### src/rtl/write_once_reg_reader.sv
// Read-side responder for a bank of write-once protected registers.
// Accepts one read per request handshake, snapshots the addressed register
// (bit 0 replaced by its lock status) and holds it until the consumer takes it.

// Per-register formatter: the returned word carries the lock bit in bit 0.
module write_once_reg_lane #(
  parameter int DATA_W = 16
) (
  input  logic [DATA_W-1:0] reg_data,
  input  logic              reg_lock,
  output logic [DATA_W-1:0] word
);
  // Bit 0 of the stored data is overlaid by the lock status.
  logic unused_bit0;
  assign unused_bit0 = reg_data[0];
  assign word        = {reg_data[DATA_W-1:1], reg_lock};
endmodule

module write_once_reg_reader #(
  parameter int DATA_W   = 16,
  parameter int NUM_REGS = 4,
  parameter int ADDR_W   = 2
) (
  input  logic                       Clk,
  input  logic                       ip_resetn,
  input  logic                       rd_req_valid,
  output logic                       rd_req_ready,
  input  logic [ADDR_W-1:0]          rd_addr,
  input  logic [NUM_REGS*DATA_W-1:0] reg_data_flat,
  input  logic [NUM_REGS-1:0]        reg_lock,
  output logic                       rsp_valid,
  input  logic                       rsp_ready,
  output logic [DATA_W-1:0]          rsp_data,
  output logic                       rsp_locked,
  output logic                       rsp_err,
  output logic [15:0]                rd_count
);

  typedef enum logic [1:0] {IDLE, SAMPLE, RESP} state_t;

  typedef struct packed {
    logic [DATA_W-1:0] data;
    logic              locked;
    logic              err;
  } rsp_t;

  localparam logic [ADDR_W:0] NUM_REGS_W = (ADDR_W+1)'(NUM_REGS);

  state_t                           state_q, state_d;
  logic   [ADDR_W-1:0]              addr_q;
  rsp_t                             rsp_q, rsp_d;
  logic   [NUM_REGS-1:0][DATA_W-1:0] lane_word;
  logic   [DATA_W-1:0]              sel_word;
  logic                             sel_lock;
  logic                             accept, capture, done;

  // One formatter per register in the bank.
  for (genvar i = 0; i < NUM_REGS; i++) begin : g_lane
    write_once_reg_lane #(.DATA_W(DATA_W)) u_lane (
      .reg_data (reg_data_flat[i*DATA_W +: DATA_W]),
      .reg_lock (reg_lock[i]),
      .word     (lane_word[i])
    );
  end

  // Handshake qualifiers; ready depends on state only.
  assign rd_req_ready = (state_q == IDLE);
  assign accept       = rd_req_ready && rd_req_valid;
  assign capture      = (state_q == SAMPLE);
  assign done         = (state_q == RESP) && rsp_ready;

  // Address decode: explicit compare loop avoids indexing past the bank
  // when NUM_REGS is not a power of two.
  always_comb begin
    sel_word = '0;
    sel_lock = 1'b0;
    for (int i = 0; i < NUM_REGS; i++) begin
      if (addr_q == ADDR_W'(i)) begin
        sel_word = lane_word[i];
        sel_lock = reg_lock[i];
      end
    end
  end

  // Response snapshot contents; out-of-range reads return zeros plus err.
  always_comb begin
    rsp_d = '0;
    if ({1'b0, addr_q} < NUM_REGS_W) begin
      rsp_d.data   = sel_word;
      rsp_d.locked = sel_lock;
    end else begin
      rsp_d.err    = 1'b1;
    end
  end

  // Next-state logic: IDLE -> SAMPLE -> RESP -> IDLE.
  always_comb begin
    state_d = state_q;
    case (state_q)
      IDLE:    if (rd_req_valid) state_d = SAMPLE;
      SAMPLE:  state_d = RESP;
      RESP:    if (rsp_ready) state_d = IDLE;
      default: state_d = IDLE;
    endcase
  end

  // State register.
  always_ff @(posedge Clk or negedge ip_resetn) begin
    if (!ip_resetn) state_q <= IDLE;
    else            state_q <= state_d;
  end

  // Address capture on request handshake.
  always_ff @(posedge Clk or negedge ip_resetn) begin
    if (!ip_resetn)  addr_q <= '0;
    else if (accept) addr_q <= rd_addr;
  end

  // Snapshot is taken once in SAMPLE and frozen until the next read.
  always_ff @(posedge Clk or negedge ip_resetn) begin
    if (!ip_resetn)   rsp_q <= '0;
    else if (capture) rsp_q <= rsp_d;
  end

  // Response valid: set on capture, cleared on consumer handshake.
  always_ff @(posedge Clk or negedge ip_resetn) begin
    if (!ip_resetn)   rsp_valid <= 1'b0;
    else if (capture) rsp_valid <= 1'b1;
    else if (done)    rsp_valid <= 1'b0;
  end

  // Saturating count of completed good reads.
  always_ff @(posedge Clk or negedge ip_resetn) begin
    if (!ip_resetn)
      rd_count <= '0;
    else if (done && !rsp_q.err && rd_count != 16'hFFFF)
      rd_count <= rd_count + 16'd1;
  end

  assign rsp_data   = rsp_q.data;
  assign rsp_locked = rsp_q.locked;
  assign rsp_err    = rsp_q.err;

endmodule

### config.mk
export PLATFORM = sky130hd
export DESIGN_NAME = write_once_reg_reader
export DESIGN_NICKNAME = d
export VERILOG_FILES = /design/src/rtl/write_once_reg_reader.sv
export SDC_FILE = /design/constraint.sdc
export NUM_CORES = 1
export LEC_CHECK = 0
export BUFFER_PORTS_ARGS = -buffer_cell sky130_fd_sc_hd__clkbuf_2
export CAP_MARGIN = 20
export CORE_ASPECT_RATIO = 0.75
export CORE_MARGIN = 2
export CORE_UTILIZATION = 40
export CTS_CLUSTER_DIAMETER = 60
export DETAILED_ROUTE_END_ITERATION = 10
export MAX_ROUTING_LAYER = met4
export PLACE_DENSITY = 0.84
export SYNTH_ARGS = -nofsm -noshare
export SYNTH_HDL_FRONTEND = slang
export SYNTH_SLANG_ARGS = --single-unit
### constraint.sdc
create_clock -name Clk -period 5.17 [get_ports Clk]
set_input_delay 1.034 -clock Clk [delete_from_list [all_inputs] [get_ports Clk]]
set_output_delay 1.034 -clock Clk [all_outputs]
set_load 0.1 [all_outputs]
## After elaboration in Yosys (flattened, before gate mapping)

Index checks and enable logic that the tools add are counted.

| word-level totals | value |
|---|---|
| bits in read-only memories | 0 |
| bits in latches | 0 |
| output and inout bits | 36 |
| memories kept | 0 |
| register bits after elaboration | 38 |
| bits of input ports | 74 |
| word-level logic and storage cells | 35 |
| memory bits (writable) | 0 |

| cells by class | value |
|---|---|
| mux-type cells | 13 |
| shifts and indexed selects | 0 |
| reductions and logical operators | 7 |
| equality and inequality tests | 8 |
| bitwise logic cells | 0 |
| add/subtract/negate cells | 1 |
| $lt $le $gt $ge | 0 |
| div/mod/pow operators | 0 |
| $mul | 0 |

Operator list:

| cell | number |
|---|---|
| $mux W16 | 4 |
| $add A16 B1 Y16 const B | 1 |
| $ne A16 B16 Y1 const B | 1 |
| $eq A2 B2 Y1 const B | 3 |
| $mux W1 | 6 |
| $pmux W2 S3 | 1 |
| $eq A2 B1 Y1 const B | 2 |
| $logic_not A2 Y1 | 2 |
| $mux W2 | 2 |
| $ne A2 B2 Y1 const B | 2 |
| $logic_and A1 B1 Y1 | 3 |
| $reduce_and A2 Y1 | 1 |
| $reduce_bool A2 Y1 | 1 |

## Longest topological paths before layout

| depth | value |
|---|---|
| depth after elaboration | 5 |
| gate-level depth with buffers | 7 |
| depth with buffers taken out | 6 |

## By module

A second synthesis with hierarchy kept.

| unflattened totals | value |
|---|---|
| cell total of the unflattened synthesis | 219 |
| area, all modules | 2586.2 um2 |

By module, submodules not included:

| module | area each (um2) | seq. area each (um2) | times used | cells each |
|---|---|---|---|---|
| write_once_reg_reader | 2105.8 | 950.9 | 1 | 155 |
| write_once_reg_lane | 120.1 | 0.0 | 4 | 16 |

## Least setup slack after synthesis

Ideal clock, no wire load.

| timing path | value |
|---|---|
| path kind | reg-to-output |
| start point | reg state_q[0] |
| end point | out rd_req_ready |
| stages on the path, launching flop included | 2 |
| data arrival time | 1.675 ns |
| path buffers | 0 |
| data required time | 4.136 ns |
| path slack | 2.461 ns |
| cell sequence | dfrtp_1 nor2_1 |

| between the ends | value |
|---|---|
| longest elaborated chain between the ends | 1 |

RTL lines:

| element | line | text |
|---|---|---|
| from (decl) | 49 | `state_t state_q, state_d;` |
| from (signal assigned) | 110 | `else state_q <= state_d;` |
| $logic_not A2 Y1 | 67 | `assign rd_req_ready = (state_q == IDLE);` |
| to (decl) | 27 | `output logic rd_req_ready,` |

No other way between the ends.

## Worst setup path in the final report

Same ends and word-level chain as after synthesis.

==> flow_summary.ini <==
[status]
status = completed

[global_route]
grt_pass1_vias = 1684
overflow = 0
grt_pass1_wl_um = 7617
grt_max_degree = 38
grt_use_total_pct = 18.61
antenna_found_initial = 0

[placement]
dpl.hpwl_um = 3459
placed_cells = 294
port_buffers = 104
gp_congestion = 0.7749

[clock_network]
clock-sinks = 37
numCtsBuffers = 5
cts_tree = yes
postCtsSetupBuffers = 0
clock_latency_ns = 0.29
clk_pin_slew_ns = 0.08
h-tree-depth = 2
cts-hold-fix-buffers = 0
cts_resized = 0
clockBufferDepth = 2
root_buffer = clkbuf_8

[routing]
vias_per_cell = 5.231
ant_nets = 0
wl_um = 4576
drt_iter0_markers = 27
drcViolationCount = 0
first_pass_iters = 5
wire_per_inst_um = 15.10
via_count = 1585

[synthesis]
synthMuxAreaShare_pct = 30.37
synth_top_area_cell = dfrtp_1
ys_async_sr_fraction_pct = 100.0
ys_types = 31
ys_seq_area_share_pct = 48.02
yosysWarningCount = 0
synth_compound_area_share_pct = 0.6489
syn_avg_cell_area_um2 = 13.58
yosys.area_share.simple_pct = 11.88
synthFlopType = dfrtp_1
synth-edff-count = 0
synthAdderAreaFrac_pct = 0.6489
synthesis.nets = 217
synth-xor-area-share_pct = 5.451
synth_top_family_by_area = multiplexers
syn_inst = 142
yosys_register_bits = 37
synthDominantCellAreaShare_pct = 48.02
synth_area_leaders = dfrtp_1 (48%), mux4_2 (19%), mux2_2 (12%)
syn-cell-area_um2 = 1928

[flow_run]
maxCapViolCount = 0

[layout]
drive_gt1_share_pct = 62.20
fillers = 403
nets = 320
instances_no_fill = 303
syn2layout_area_growth_pct = 35.43
insertedDiodeCount = 0

[setup_path]
end_kind = output pin
critPathArrivalTime_ns = 1.33
ff2ff_path_depth = 6
crit_path_start_kind = flip-flop
required_ns = 4.14
critPathKind = reg -> out
critPathMaxFanout = 5

[hold_path]
holdPathStages = 1
holdCritPathClass = reg -> reg

[power]
ir_worst_vdd_mv = 0.4925
powerDensity_nw_per_um2 = 742.5
p_leak_uw = 0.001280

[timing]
whs_ns = 0.5113
rsz0062_at_grt = no
worst_pin_slew_ns = 0.9372
finalHoldViolations = 0
max_freq_mhz = 423.5
fin_crit_ns = 2.361
finClkSkew_ns = 0.007375
finalSetupTns_ns = 0
drv_slew = 0
setup_viol = 0
relSlewSlack_pct = 37.52
fin_crit_sh_pct = 45.67

[die]
start_util_pct = 42.42
die_area_um2 = 5397
dieWidth_um = 84.17
rows = 21
core_area_um2 = 4546
die-height_um = 64.13
ios = 110
## per-layer routing
metal  wire length (um)  global-route usage (%)  share of wire [%]  vias to the layer above
met5                  0                       -                  0                        -
met4                 75                   7.258                1.6                        0
met3                345                   5.039                7.5                        7
met2               2304                   31.85                 50                       73
met1               1851                   20.98                 40                      778
li1                   -                       -                  -                      727
## final cells by class
type	count	area (um2)	share of cell area [%]
tap	57	71.32	2.731
inverter	2	7.507	0.2875
multi-input combinational	94	950.9	36.42
timing repair buffer	105	535.5	20.51
clock inverter	2	37.54	1.437
clock buffer	6	82.58	3.162
sequential	37	925.9	35.46
## through the flow
stage | utilization (%) | total power [uW] | setup slack [ns] | instance area [um2]
after floorplan | - | 1487 | 2.461 | 1928
after global placement | 54.47 | 1648 | 2.739 | 2476
after detailed placement | 54.47 | 1675 | 2.734 | 2476
after CTS | 57.12 | 1945 | 2.792 | 2596
after global routing | 57.45 | 2028 | 2.767 | 2611
final | 57.45 | 1939 | 2.809 | 2611
## cells by family after synthesis
logic type / after synthesis
mux: 36
xor+xnor: 12
flops: 37
compound gates: 2
other cells: 1
fa+ha+maj: 1
simple gates: 42
buf+inv: 11
## path summary, 6_finish.rpt
kind,slack [ns],end,startpoint
min in group asynchronous,0.87,rd_count[15],ip_resetn
min,0.51,rsp_data[9],rsp_data[9]
max reg2reg,3.20,rd_count[13],rd_count[0]
max,2.81,rd_req_ready,state_q[0]
min reg2reg,0.51,rsp_data[9],rsp_data[9]
max in group asynchronous,3.71,rsp_data[12],ip_resetn
## sequential cells by signal, summed over array words and instances (netlist names)
signal      cells
rd_count       16
rsp_data       15
addr_q          2
state_q         2
rsp_locked      1
rsp_valid       1
## cells in the final DEF, fill, tap and decap left out, types with 2 or more instances in the layout
cell / Yosys / routed
inv_1: 2 / 2
nor3_1: 2 / 2
clkbuf_2: 0 / 104
nor4_1: 3 / 3
dfrtp_1: 37 / 37
xor2_1: 5 / 5
nor2_1: 9 / 9
mux2_2: 20 / 20
clkbuf_8: 0 / 6
nand3_1: 6 / 6
mux4_2: 16 / 16
xnor2_1: 7 / 7
nand4_1: 5 / 5
nand2_1: 6 / 6
## power breakdown
| part | total [uW] | switching (uW) | leakage [uW] | internal, uW |
|---|---|---|---|---|
| logic | 1170 | 858 | 0.000758 | 314 |
| registers | 501 | 111 | 0.000464 | 390 |
| clock network | 267 | 110 | 0.0000574 | 157 |
| total | 1940 | 1080 | 0.00128 | 860 |
## cells in the mapped netlist (2+ instances only)
master,count
nand2_1,6
inv_1,2
buf_4,2
dfrtp_1,37
buf_2,4
nand4_1,5
nor3_1,2
mux4_2,16
xor2_1,5
mux2_2,20
clkbuf_1,2
nand3_1,6
xnor2_1,7
nor4_1,3
nor2_1,9
## critical path: stages (launching register included)
cell,delay [ns]
dfrtp_1,0.41
nor2_1,0.15
clkbuf_2,0.48
Note: power is estimated with default switching activity, not from simulation.
